### src/rtl/rv_pkg.sv
// Shared RV core definitions used by the load/store unit.
//   - RV opcode constants for loads and stores
//   - funct3 size/sign codes for loads and stores
//   - lsu_err_e   : response error code reported on rsp_err
//   - lsu_state_e : load/store unit sequencing states
package rv_pkg;

    localparam logic [6:0] OPC_LOAD  = 7'b0000011;
    localparam logic [6:0] OPC_STORE = 7'b0100011;

    localparam logic [2:0] F3_LB  = 3'b000;
    localparam logic [2:0] F3_LH  = 3'b001;
    localparam logic [2:0] F3_LW  = 3'b010;
    localparam logic [2:0] F3_LD  = 3'b011;
    localparam logic [2:0] F3_LBU = 3'b100;
    localparam logic [2:0] F3_LHU = 3'b101;
    localparam logic [2:0] F3_LWU = 3'b110;

    localparam logic [2:0] F3_SB  = 3'b000;
    localparam logic [2:0] F3_SH  = 3'b001;
    localparam logic [2:0] F3_SW  = 3'b010;
    localparam logic [2:0] F3_SD  = 3'b011;

    typedef enum logic [1:0] {
        LSU_OK       = 2'd0,
        LSU_MISALIGN = 2'd1,
        LSU_BUS_TO   = 2'd2,
        LSU_ILLEGAL  = 2'd3
    } lsu_err_e;

    typedef enum logic [1:0] {
        IDLE  = 2'd0,
        ISSUE = 2'd1,
        WAIT  = 2'd2,
        RESP  = 2'd3
    } lsu_state_e;

endpackage

### src/rtl/lsu_lane_align.sv
// Byte-lane alignment for the load/store unit (purely combinational).
// Ports:
//   f3        in   3      funct3 size/sign code
//   we        in   1      1 = store (f3[2] set on a store is illegal)
//   lane      in   LW     byte offset of the access within the bus word
//   wdata     in   XLEN   unshifted store data
//   rdata     in   XLEN   full bus word returned by memory
//   be        out  XLEN/8 byte strobes for the access
//   wdata_sh  out  XLEN   store data moved onto its byte lanes
//   ldata     out  XLEN   load data moved down and sign/zero extended
//   misalign  out  1      lane not a multiple of the access size
//   illegal   out  1      f3 not a valid load/store code for this XLEN
module lsu_lane_align
    import rv_pkg::*;
#(
    parameter  int XLEN = 32,
    localparam int BW   = XLEN / 8,
    localparam int LW   = $clog2(XLEN / 8),
    localparam int MW   = $clog2(XLEN)
) (
    input  logic [2:0]      f3,
    input  logic            we,
    input  logic [LW-1:0]   lane,
    input  logic [XLEN-1:0] wdata,
    input  logic [XLEN-1:0] rdata,
    output logic [BW-1:0]   be,
    output logic [XLEN-1:0] wdata_sh,
    output logic [XLEN-1:0] ldata,
    output logic            misalign,
    output logic            illegal
);

    logic [1:0]      size;
    logic [LW+2:0]   bit_sh;
    logic [BW-1:0]   bmask;
    logic [XLEN-1:0] raw;
    logic [MW-1:0]   msb;
    logic            fill;

    assign size   = f3[1:0];
    assign bit_sh = {lane, 3'b000};

    always_comb begin
        bmask = '0;
        for (int i = 0; i < BW; i++) begin
            bmask[i] = (i < (1 << size));
        end
        be       = bmask << lane;
        wdata_sh = wdata << bit_sh;

        // 64-bit codes only exist on RV64; 3'b111 never exists.
        illegal  = (f3 == 3'b111) || (we && f3[2]) ||
                   ((XLEN == 32) && ((f3 == F3_LD) || (f3 == F3_LWU)));
        misalign = (lane & LW'((1 << size) - 1)) != '0;

        raw = rdata >> bit_sh;
        case (size)
            2'd0:    msb = MW'(7);
            2'd1:    msb = MW'(15);
            2'd2:    msb = MW'(31);
            default: msb = MW'(XLEN - 1);
        endcase
        fill  = ~f3[2] & raw[msb];
        ldata = raw;
        for (int i = 0; i < XLEN; i++) begin
            if (i > int'(msb)) begin
                ldata[i] = fill;
            end
        end
    end

endmodule

### src/rtl/rv_lsu.sv
// Load/store unit: one request at a time from execute, valid/ready memory
// request, variable-latency response, byte-strobed stores, lane-aligned loads,
// misaligned / illegal-size / bus-timeout error reporting.
//
//   state | meaning
//   IDLE  | ready for a request; errors detected here skip memory
//   ISSUE | mem_valid held with stable addr/be/wdata until mem_ready
//   WAIT  | request accepted, waiting for mem_rvalid or timeout
//   RESP  | one-cycle rsp_valid pulse
//
// Ports:
//   clk, rst_n                  clock, asynchronous active-low reset
//   req_valid/req_ready         request handshake from execute
//   req_we/f3/base/off/wdata/rd store flag, size code, rs1, imm, rs2, rd
//   rsp_valid/rd/data/err/addr  completion pulse with result and trap address
//   mem_valid/ready             memory request handshake
//   mem_we/addr/be/wdata        lane-aligned memory request
//   mem_rvalid/rdata            read data / write acknowledge
module rv_lsu
    import rv_pkg::*;
#(
    parameter int XLEN    = 32,
    parameter int TIMEOUT = 16
) (
    input  logic              clk,
    input  logic              rst_n,
    input  logic              req_valid,
    output logic              req_ready,
    input  logic              req_we,
    input  logic [2:0]        req_f3,
    input  logic [XLEN-1:0]   req_base,
    input  logic [XLEN-1:0]   req_off,
    input  logic [XLEN-1:0]   req_wdata,
    input  logic [4:0]        req_rd,
    output logic              rsp_valid,
    output logic [4:0]        rsp_rd,
    output logic [XLEN-1:0]   rsp_data,
    output logic [1:0]        rsp_err,
    output logic [XLEN-1:0]   rsp_addr,
    output logic              mem_valid,
    input  logic              mem_ready,
    output logic              mem_we,
    output logic [XLEN-1:0]   mem_addr,
    output logic [XLEN/8-1:0] mem_be,
    output logic [XLEN-1:0]   mem_wdata,
    input  logic              mem_rvalid,
    input  logic [XLEN-1:0]   mem_rdata
);

    localparam int BW = XLEN / 8;
    localparam int LW = $clog2(XLEN / 8);
    localparam int CW = (TIMEOUT > 1) ? $clog2(TIMEOUT) : 1;
    localparam logic [CW-1:0] CNT_LAST = CW'((TIMEOUT > 0) ? TIMEOUT - 1 : 0);

    lsu_state_e      state, state_d;
    logic [XLEN-1:0] ea, ea_q;
    logic [2:0]      f3_q;
    logic [4:0]      rd_q;
    logic            we_q;
    logic [BW-1:0]   be_q;
    logic [XLEN-1:0] wdata_q;
    logic [XLEN-1:0] rdata_q;
    lsu_err_e        err_q, acc_err;
    logic [CW-1:0]   cnt_q;
    logic            timeout_hit;

    logic [2:0]      al_f3;
    logic            al_we;
    logic [LW-1:0]   al_lane;
    logic [BW-1:0]   al_be;
    logic [XLEN-1:0] al_wdata;
    logic [XLEN-1:0] al_ldata;
    logic            al_misalign;
    logic            al_illegal;

    assign ea = req_base + req_off;

    // One aligner serves both phases: in IDLE it checks and shifts the incoming
    // request; afterwards it extends returning load data using the held request.
    assign al_f3   = (state == IDLE) ? req_f3 : f3_q;
    assign al_we   = (state == IDLE) ? req_we : we_q;
    assign al_lane = (state == IDLE) ? ea[LW-1:0] : ea_q[LW-1:0];

    lsu_lane_align #(.XLEN(XLEN)) u_align (
        .f3       (al_f3),
        .we       (al_we),
        .lane     (al_lane),
        .wdata    (req_wdata),
        .rdata    (mem_rdata),
        .be       (al_be),
        .wdata_sh (al_wdata),
        .ldata    (al_ldata),
        .misalign (al_misalign),
        .illegal  (al_illegal)
    );

    always_comb begin
        acc_err = LSU_OK;
        if (al_illegal) begin
            acc_err = LSU_ILLEGAL;
        end else if (al_misalign) begin
            acc_err = LSU_MISALIGN;
        end
    end

    assign timeout_hit = (TIMEOUT != 0) && (cnt_q == CNT_LAST);

    always_ff @(posedge clk or negedge rst_n) begin
        if (!rst_n) begin
            state <= IDLE;
        end else begin
            state <= state_d;
        end
    end

    always_comb begin
        state_d   = state;
        req_ready = 1'b0;
        mem_valid = 1'b0;
        rsp_valid = 1'b0;
        case (state)
            IDLE: begin
                req_ready = 1'b1;
                if (req_valid) begin
                    state_d = (acc_err != LSU_OK) ? RESP : ISSUE;
                end
            end
            ISSUE: begin
                mem_valid = 1'b1;
                if (mem_ready) begin
                    state_d = mem_rvalid ? RESP : WAIT;
                end
            end
            WAIT: begin
                if (mem_rvalid || timeout_hit) begin
                    state_d = RESP;
                end
            end
            RESP: begin
                rsp_valid = 1'b1;
                state_d   = IDLE;
            end
            default: state_d = IDLE;
        endcase
    end

    always_ff @(posedge clk or negedge rst_n) begin
        if (!rst_n) begin
            ea_q    <= '0;
            f3_q    <= '0;
            rd_q    <= '0;
            we_q    <= 1'b0;
            be_q    <= '0;
            wdata_q <= '0;
            rdata_q <= '0;
            err_q   <= LSU_OK;
            cnt_q   <= '0;
        end else begin
            case (state)
                IDLE: begin
                    if (req_valid) begin
                        ea_q    <= ea;
                        f3_q    <= req_f3;
                        rd_q    <= req_rd;
                        we_q    <= req_we;
                        be_q    <= al_be;
                        wdata_q <= al_wdata;
                        rdata_q <= '0;
                        err_q   <= acc_err;
                        cnt_q   <= '0;
                    end
                end
                ISSUE: begin
                    if (mem_ready && mem_rvalid) begin
                        rdata_q <= al_ldata;
                    end
                end
                WAIT: begin
                    cnt_q <= cnt_q + CW'(1);
                    if (mem_rvalid) begin
                        rdata_q <= al_ldata;
                    end else if (timeout_hit) begin
                        err_q <= LSU_BUS_TO;
                    end
                end
                default: ;
            endcase
        end
    end

    // Memory and response buses read as zero outside the states that own them.
    assign mem_we    = (state == ISSUE) && we_q;
    assign mem_addr  = (state == ISSUE) ? {ea_q[XLEN-1:LW], {LW{1'b0}}} : '0;
    assign mem_be    = (state == ISSUE) ? be_q : '0;
    assign mem_wdata = (state == ISSUE) ? wdata_q : '0;

    logic load_ok;
    assign load_ok = (state == RESP) && !we_q && (err_q == LSU_OK);

    assign rsp_rd   = load_ok ? rd_q : '0;
    assign rsp_data = load_ok ? rdata_q : '0;
    assign rsp_err  = (state == RESP) ? 2'(err_q) : 2'd0;
    assign rsp_addr = (state == RESP) ? ea_q : '0;

endmodule

### config.mk
export PLATFORM = sky130hd
export DESIGN_NAME = rv_lsu
export DESIGN_NICKNAME = d
export VERILOG_FILES = /design/src/rtl/rv_pkg.sv /design/src/rtl/lsu_lane_align.sv /design/src/rtl/rv_lsu.sv
export SDC_FILE = /design/constraint.sdc
export NUM_CORES = 1
export LEC_CHECK = 0
export CORE_MARGIN = 1
export CORE_UTILIZATION = 42
export DETAILED_ROUTE_END_ITERATION = 12
export GPL_TIMING_DRIVEN = 0
export PLACE_DENSITY_LB_ADDON = 0.12
export SYNTH_ARGS = -nofsm -noshare
export SYNTH_HDL_FRONTEND = slang
export SYNTH_SLANG_ARGS = --single-unit
### constraint.sdc
create_clock -name clk -period 2.36 [get_ports clk]
set_input_delay 0.236 -clock clk [delete_from_list [all_inputs] [get_ports clk]]
set_output_delay 0.236 -clock clk [all_outputs]
set_load 0.01 [all_outputs]
Yosys cells after proc, flatten, opt, wreduce, memory -nomap -nowiden

Cells that the tools add are included.

$add $sub $neg: 3
$mul: 0
Reduce and logical (&&, ||, !) cells: 22
Mux-type cells: 65
Shift operators: 4
Bitwise operators: 3
Order comparisons: 36
Divide/modulo/power cells: 0
Equal/unequal tests: 15

Operators by type and width:

| operator               | number |
|---|---|
| $mux W32               | 7 |
| $pmux W32 S3           | 1 |
| $gt A5 B5 Y1 const A   | 16 |
| $lt A3 B32 Y1 const A  | 2 |
| $gt A4 B5 Y1 const A   | 8 |
| $mux W1                | 38 |
| $add A32 B32 Y32       | 1 |
| $lt A1 B32 Y1 const A  | 1 |
| $lt A2 B32 Y1 const A  | 1 |
| $shl A1 B2 Y32 const A | 1 |
| $shl A32 B5 Y32        | 1 |
| $shr A32 B5 Y32        | 1 |
| $gt A3 B5 Y1 const A   | 4 |
| $mux W2                | 10 |
| $ne A2 B2 Y1 const B   | 7 |
| $gt A2 B5 Y1 const A   | 2 |
| $pmux W5 S2            | 1 |
| $mux W4                | 2 |
| $pmux W2 S4            | 1 |
| $pmux W4 S2            | 1 |
| $reduce_and A4 Y1      | 2 |
| $eq A3 B3 Y1 const B   | 2 |
| $logic_not A2 Y1       | 3 |
| $lt A5 B6 Y1 const B   | 1 |
| other kinds (22)       | 34 |

Bits of input ports: 142
Memory bits (writable): 0
Output and inout bits: 143
Latch bits: 0
Memories: 0
Memory bits (read-only): 0
Register bits: 117

Longest topological paths before layout

Depth in word-level cells: 12
Depth in mapped cells: 12

Cells and area by module

From an unflattened synthesis, not the netlist that was laid out.

Cell total of the unflattened synthesis: 1029
Area, all modules: 8692.1 um^2

Modules (own cells, without submodules):

| module         | cells each | times used | area each (um^2) |
|---|---|---|---|
| rv_lsu         | 810        | 1          | 7323.3 |
| lsu_lane_align | 219        | 1          | 1368.8 |

Worst setup path before layout

OpenSTA, ideal clock, no wires.

Path type: input-to-reg
From: in req_base[0]
To: reg rdata_q[23]
Stages: 11
Setup slack: -0.050 ns
Arrival: 2.284 ns
Data required time: 2.234 ns
Path through: ha_1 fa_1 clkbuf_1 mux2i_4 nor2_4 a221oi_2 o21bai_1 nand3_2 nor2_4 buf_6 a221o_1

Longest elaborated chain between the ends: 9
Elaborated cells on any way between the ends: 10
Classes of those cells: add/sub (1); shift (1); mux (7); bitwise (1)

Ends and longest elaborated chain:

| what                          | RTL line                     | RTL |
|---|---|---|
| from (decl)                   | rv_lsu.sv:31                 | `input logic [XLEN-1:0] req_base,` |
| $add A32 B32 Y32 (*)          | rv_lsu.sv:76                 | `assign ea = req_base + req_off;` |
| via ea[1]                     | rv_lsu.sv:56                 | `logic [XLEN-1:0] ea, ea_q;` |
| $mux W2 (*)                   | rv_lsu.sv:82                 | `assign al_lane = (state == IDLE) ? ea[LW-1:0] : ea_q[LW-1:0];` |
| $shr A32 B5 Y32 (*)           | lsu_lane_align.sv:56         | `raw = rdata >> bit_sh;` |
| $bmux W1 S5                   | lsu_lane_align.sv:63         | `fill = ~f3[2] & raw[msb];` |
| $mux W1 (not written as such) | lsu_lane_align.sv:63         |  |
| $and A1 B1 Y1                 | lsu_lane_align.sv:63         |  |
| $mux W1 (*)                   | lsu_lane_align.sv:66         | `if (i > int'(msb)) begin` |
| $mux W32 (on tied branches)   | rv_lsu.sv:180, rv_lsu.sv:174 |  |
| $pmux W32 S3 (*)              | rv_lsu.sv:159                | `case (state)` |
| to (signal assigned)          | rv_lsu.sv:175                | `rdata_q <= al_ldata;` |
| to (signal assigned)          | rv_lsu.sv:181                | `rdata_q <= al_ldata;` |
| to (decl)                     | rv_lsu.sv:62                 | `logic [XLEN-1:0] rdata_q;` |

The timed path passes the listed nets; every way through them passes the cells marked *. The select of a mux whose other input is x is not followed.
A chain may end at the register's enable or synchronous reset.

Final worst setup path

From: in req_base[0]
To: reg rdata_q[14]

Same word-level chain as after synthesis.

==> results.md <==
* Critical Path Sink Type: flop
* Fin Hold WS at ~260 ps
* First-pass GRT wire length at roughly 44,000 microns
* Max cap viols at 0
* Initial Util at a little over two fifths
* Synth async-reset ratio at 100%
* 1st-iter DRT viols at ~490
* Number of synthesized flops with an enable pin at 0
* Flop pwr share at between 20% and 30%
* Worst VDD drop at around 0.48 mV
* Final hold vios at 0
* Status: finished, final reports clean
* Register area share after synthesis at 35.2%
* CP required at 2670 ps
* Max frequency at 0.430 GHz
* Final setup margin at roughly 34 ps
* Drt wl/cell at about 18 microns
* Initial antenna violation count at 0
* Final instance area at about 13,000 sq um
* Clock power frac at 19.0%
* DP Area at roughly 12,000 sq um
* Setup_tns at 0 ps
* GR peak layer: met2
* Skew final at ~6.5 ps
* Placement Setup Slack at -674 ps
* Worst EP arrival at between 2000 and 3000 ps
* I/O pin total at roughly 290
* Die Area at roughly 20,000 sq um
* CTS max path bufs at 2
* Vias at 8,656
* Sw Ratio at roughly 41%
* Drt pass-1 iters at 5
* Distinct cells, synth at 70
* Met1 Usage GRT at about a third
* Global-route track usage on met3 at about 4.3%
* Worst-margin pin slew at roughly 760 ps
* Core area at ~20,000 sq um
* Yosys warns at 0
* CTS root buf: clkbuf_16
* CTS tree: built
* Mapped Area at approximately 8300 sq um
* Total wire length at around 29,000 microns
* RD Place Congestion at 0.893
* Met2 Use GR at roughly half
* Share of layout cells above drive strength 1 at around an eighth
* Combinational share of power at 56.9%
* Layout Nets at approximately 1,500
* Slew margin rel. at roughly 50%
* DP HPWL at ~22,000 microns
* Cells after Synth at 1,015
* Number of CTS-inserted buffers at 17
* P&R area growth vs syn at 51.7%
* Crit Path Class: in2reg
* CP max FO at 10
* Leak Pwr at approximately 6 nW
* Vias in the first global route at 8,332
* Slew Limit Fails at 0
* Min cycle time layout at roughly 2300 ps
* H-tree depth at 4
* Row count at around 50
* Final period utilization at 98.5%
* Internal at approximately 0.0085 W
* Worst-path clk slew at 60 ps
* Chip width at ~140 microns
* Via-to-Cell Ratio at 5.34
* All-Layer GR Usage at 28.3%
* Remaining DRCs at 0
* Antenna Nets Post-Route at 0
* Clock latency on the worst-skew pair at 420 ps
* Hold WC Path Type: in2reg
* Clock sink count at 117
* RSZ-0062 raised after global routing: yes
* GR Overflow Total at 0
* CP Launch Type: primary input
* Switching pwr at between 0.005 and 0.006 W
* Antenna diodes at 0
* Synthesized area per cell at just over 8 sq um
* PwrDens at ~1100 nW/um^2
* Main synth FF type: dfrtp_1
* Port-buffer cells at between 200 and 300
* # setup viols final at 0
* Largest net degree at the start of global routing at between 60 and 70
* Number of synthesized register bits at around 120
* Chip height at 143 microns
registers in the layout (all words and copies together), names as in the netlist:
register / flops
ea_q: 32
rdata_q: 32
wdata_q: 32
rd_q: 5
be_q: 4
cnt_q: 4
f3_q: 3
err_q: 2
state: 2
we_q: 1
through the flow:
| stage | util, % | power, W | cells |
|---|---|---|---|
| global placement | 59.0 | 0.0108 | 1562 |
| CTS | 63.7 | 0.0141 | 1618 |
| detailed placement | 59.2 | 0.0109 | 1564 |
| finish | 64.9 | 0.0144 | 1621 |
| global route | 64.9 | 0.0153 | 1621 |
| floorplan | - | 0.00786 | 1016 |
worst paths after layout:
kind,slack [ps],cells after the start,startpoint,to
max,30,8,req_base[0],rdata_q[14]$_DFFE_PN0P_
min,260,3,req_valid,cnt_q[0]$_DFFE_PN0P_
min reg2reg,460,2,be_q[3]$_DFFE_PN0P_,be_q[3]$_DFFE_PN0P_
max in group asynchronous,1300,3,rst_n,state[0]$_DFFE_PN0P_
min in group asynchronous,340,2,rst_n,rdata_q[27]$_DFFE_PN0P_
max reg2reg,60,10,state[1]$_DFFE_PN0P_,rdata_q[31]$_DFFE_PN0P_
metal layers:
| metal | wire [microns] | up-vias |
|---|---|---|
| li1 | - | 4209 |
| met1 | 12400 | 4065 |
| met2 | 14000 | 340 |
| met3 | 1740 | 42 |
| met4 | 598 | 0 |
| met5 | 0 | - |
layout by cell type, fill, tap and decap left out, types with 5 or more instances in the layout:
cell type / n
clkdlybuf4s50_1: 202
nand2_1: 195
and2_1: 144
dfrtp_1: 115
o21ai_0: 66
a21oi_1: 63
dlygate4sd2_1: 61
nor2_1: 44
buf_4: 33
a22o_1: 32
ha_1: 31
nand3_1: 19
clkbuf_16: 18
clkbuf_2: 17
a221o_1: 16
clkbuf_1: 14
o21ai_1: 14
xnor2_1: 13
xor2_1: 12
inv_1: 12
a21o_1: 12
o21a_1: 12
nand4_1: 11
a31oi_1: 10
clkbuf_8: 9
o21bai_1: 9
mux2i_1: 9
dlymetal6s2s_1: 9
clkbuf_4: 8
buf_6: 8
nor3_1: 7
clkdlybuf4s15_1: 7
buf_2: 5
worst max-delay path: stages:
cell           delay (ps)
dlygate4sd2_1         230
ha_2                  200
fa_1                  650
buf_4                 170
mux2_2                290
clkbuf_1              460
o21ai_0               180
a22o_1                210
layout make-up:
| class | instances | area [sq um] |
|---|---|---|
| clock buffer | 23 | 508 |
| clock inverter | 8 | 120 |
| timing repair buffer | 312 | 3030 |
| buffer | 61 | 412 |
| inverter | 15 | 66.3 |
| multi-input combinational | 820 | 5230 |
| fill | 1761 | 6840 |
| tap | 265 | 332 |
| sequential | 117 | 2930 |
power by group through the flow:
stage	Sequential [W]	Combinational [W]	Clock, W
4_1_cts	0.00345	0.00792	0.00276
6_report	0.00347	0.00820	0.00273
2_1_floorplan	0.00322	0.00464	0
3_5_place_dp	0.00346	0.00744	0
5_1_grt	0.00356	0.00890	0.00283
3_3_place_gp	0.00343	0.00735	0
synthesized netlist by cell type, types with 3 or more instances:
cell type | instances | area [sq um]
a211oi_1 | 4 | 30.0
a21o_1 | 12 | 90.1
a21oi_1 | 66 | 330
a221o_1 | 16 | 160
a22o_1 | 32 | 280
a31oi_1 | 12 | 75.1
and2_1 | 145 | 907
and3_1 | 3 | 18.8
buf_2 | 13 | 65.1
buf_4 | 4 | 30.0
clkbuf_1 | 43 | 161
dfrtp_1 | 117 | 2930
ha_1 | 36 | 450
inv_1 | 14 | 52.6
mux2_2 | 3 | 33.8
mux2i_1 | 12 | 120
nand2_1 | 198 | 743
nand2b_1 | 5 | 31.3
nand3_1 | 19 | 95.1
nand4_1 | 11 | 68.8
nor2_1 | 46 | 173
nor2_4 | 3 | 33.8
nor2b_1 | 3 | 18.8
nor3_1 | 7 | 35.0
o211ai_1 | 3 | 22.5
o21a_1 | 12 | 90.1
o21ai_0 | 67 | 335
o21ai_1 | 14 | 70.1
o21bai_1 | 10 | 75.1
o22ai_1 | 5 | 31.3
o31ai_1 | 6 | 45.0
or3_1 | 4 | 25.0
xnor2_1 | 13 | 114
xor2_1 | 12 | 105
kinds of logic after synthesis:
family / Yosys count / share of synthesized area (%)
AOI/OAI and AO/OA: 286 / 23.1
xor gates and xnor gates: 25 / 2.63
adders and majority gates: 37 / 5.65
buffers and inverters: 79 / 4.18
DFF: 117 / 35.2
muxes: 17 / 2.30
other: 1 / 0.0451
and+or+nand+nor: 453 / 26.9
timing repair:
action                     4_1_cts  5_1_grt
buffers inserted                22        5
gates resized for setup        127       78
hold buffers                     1        0
pin swaps                       11       18
hold endpoints to repair        52        0
setup endpoints to repair      237       95
cloned                           1        0
Note: power is estimated with default switching activity, not from simulation.
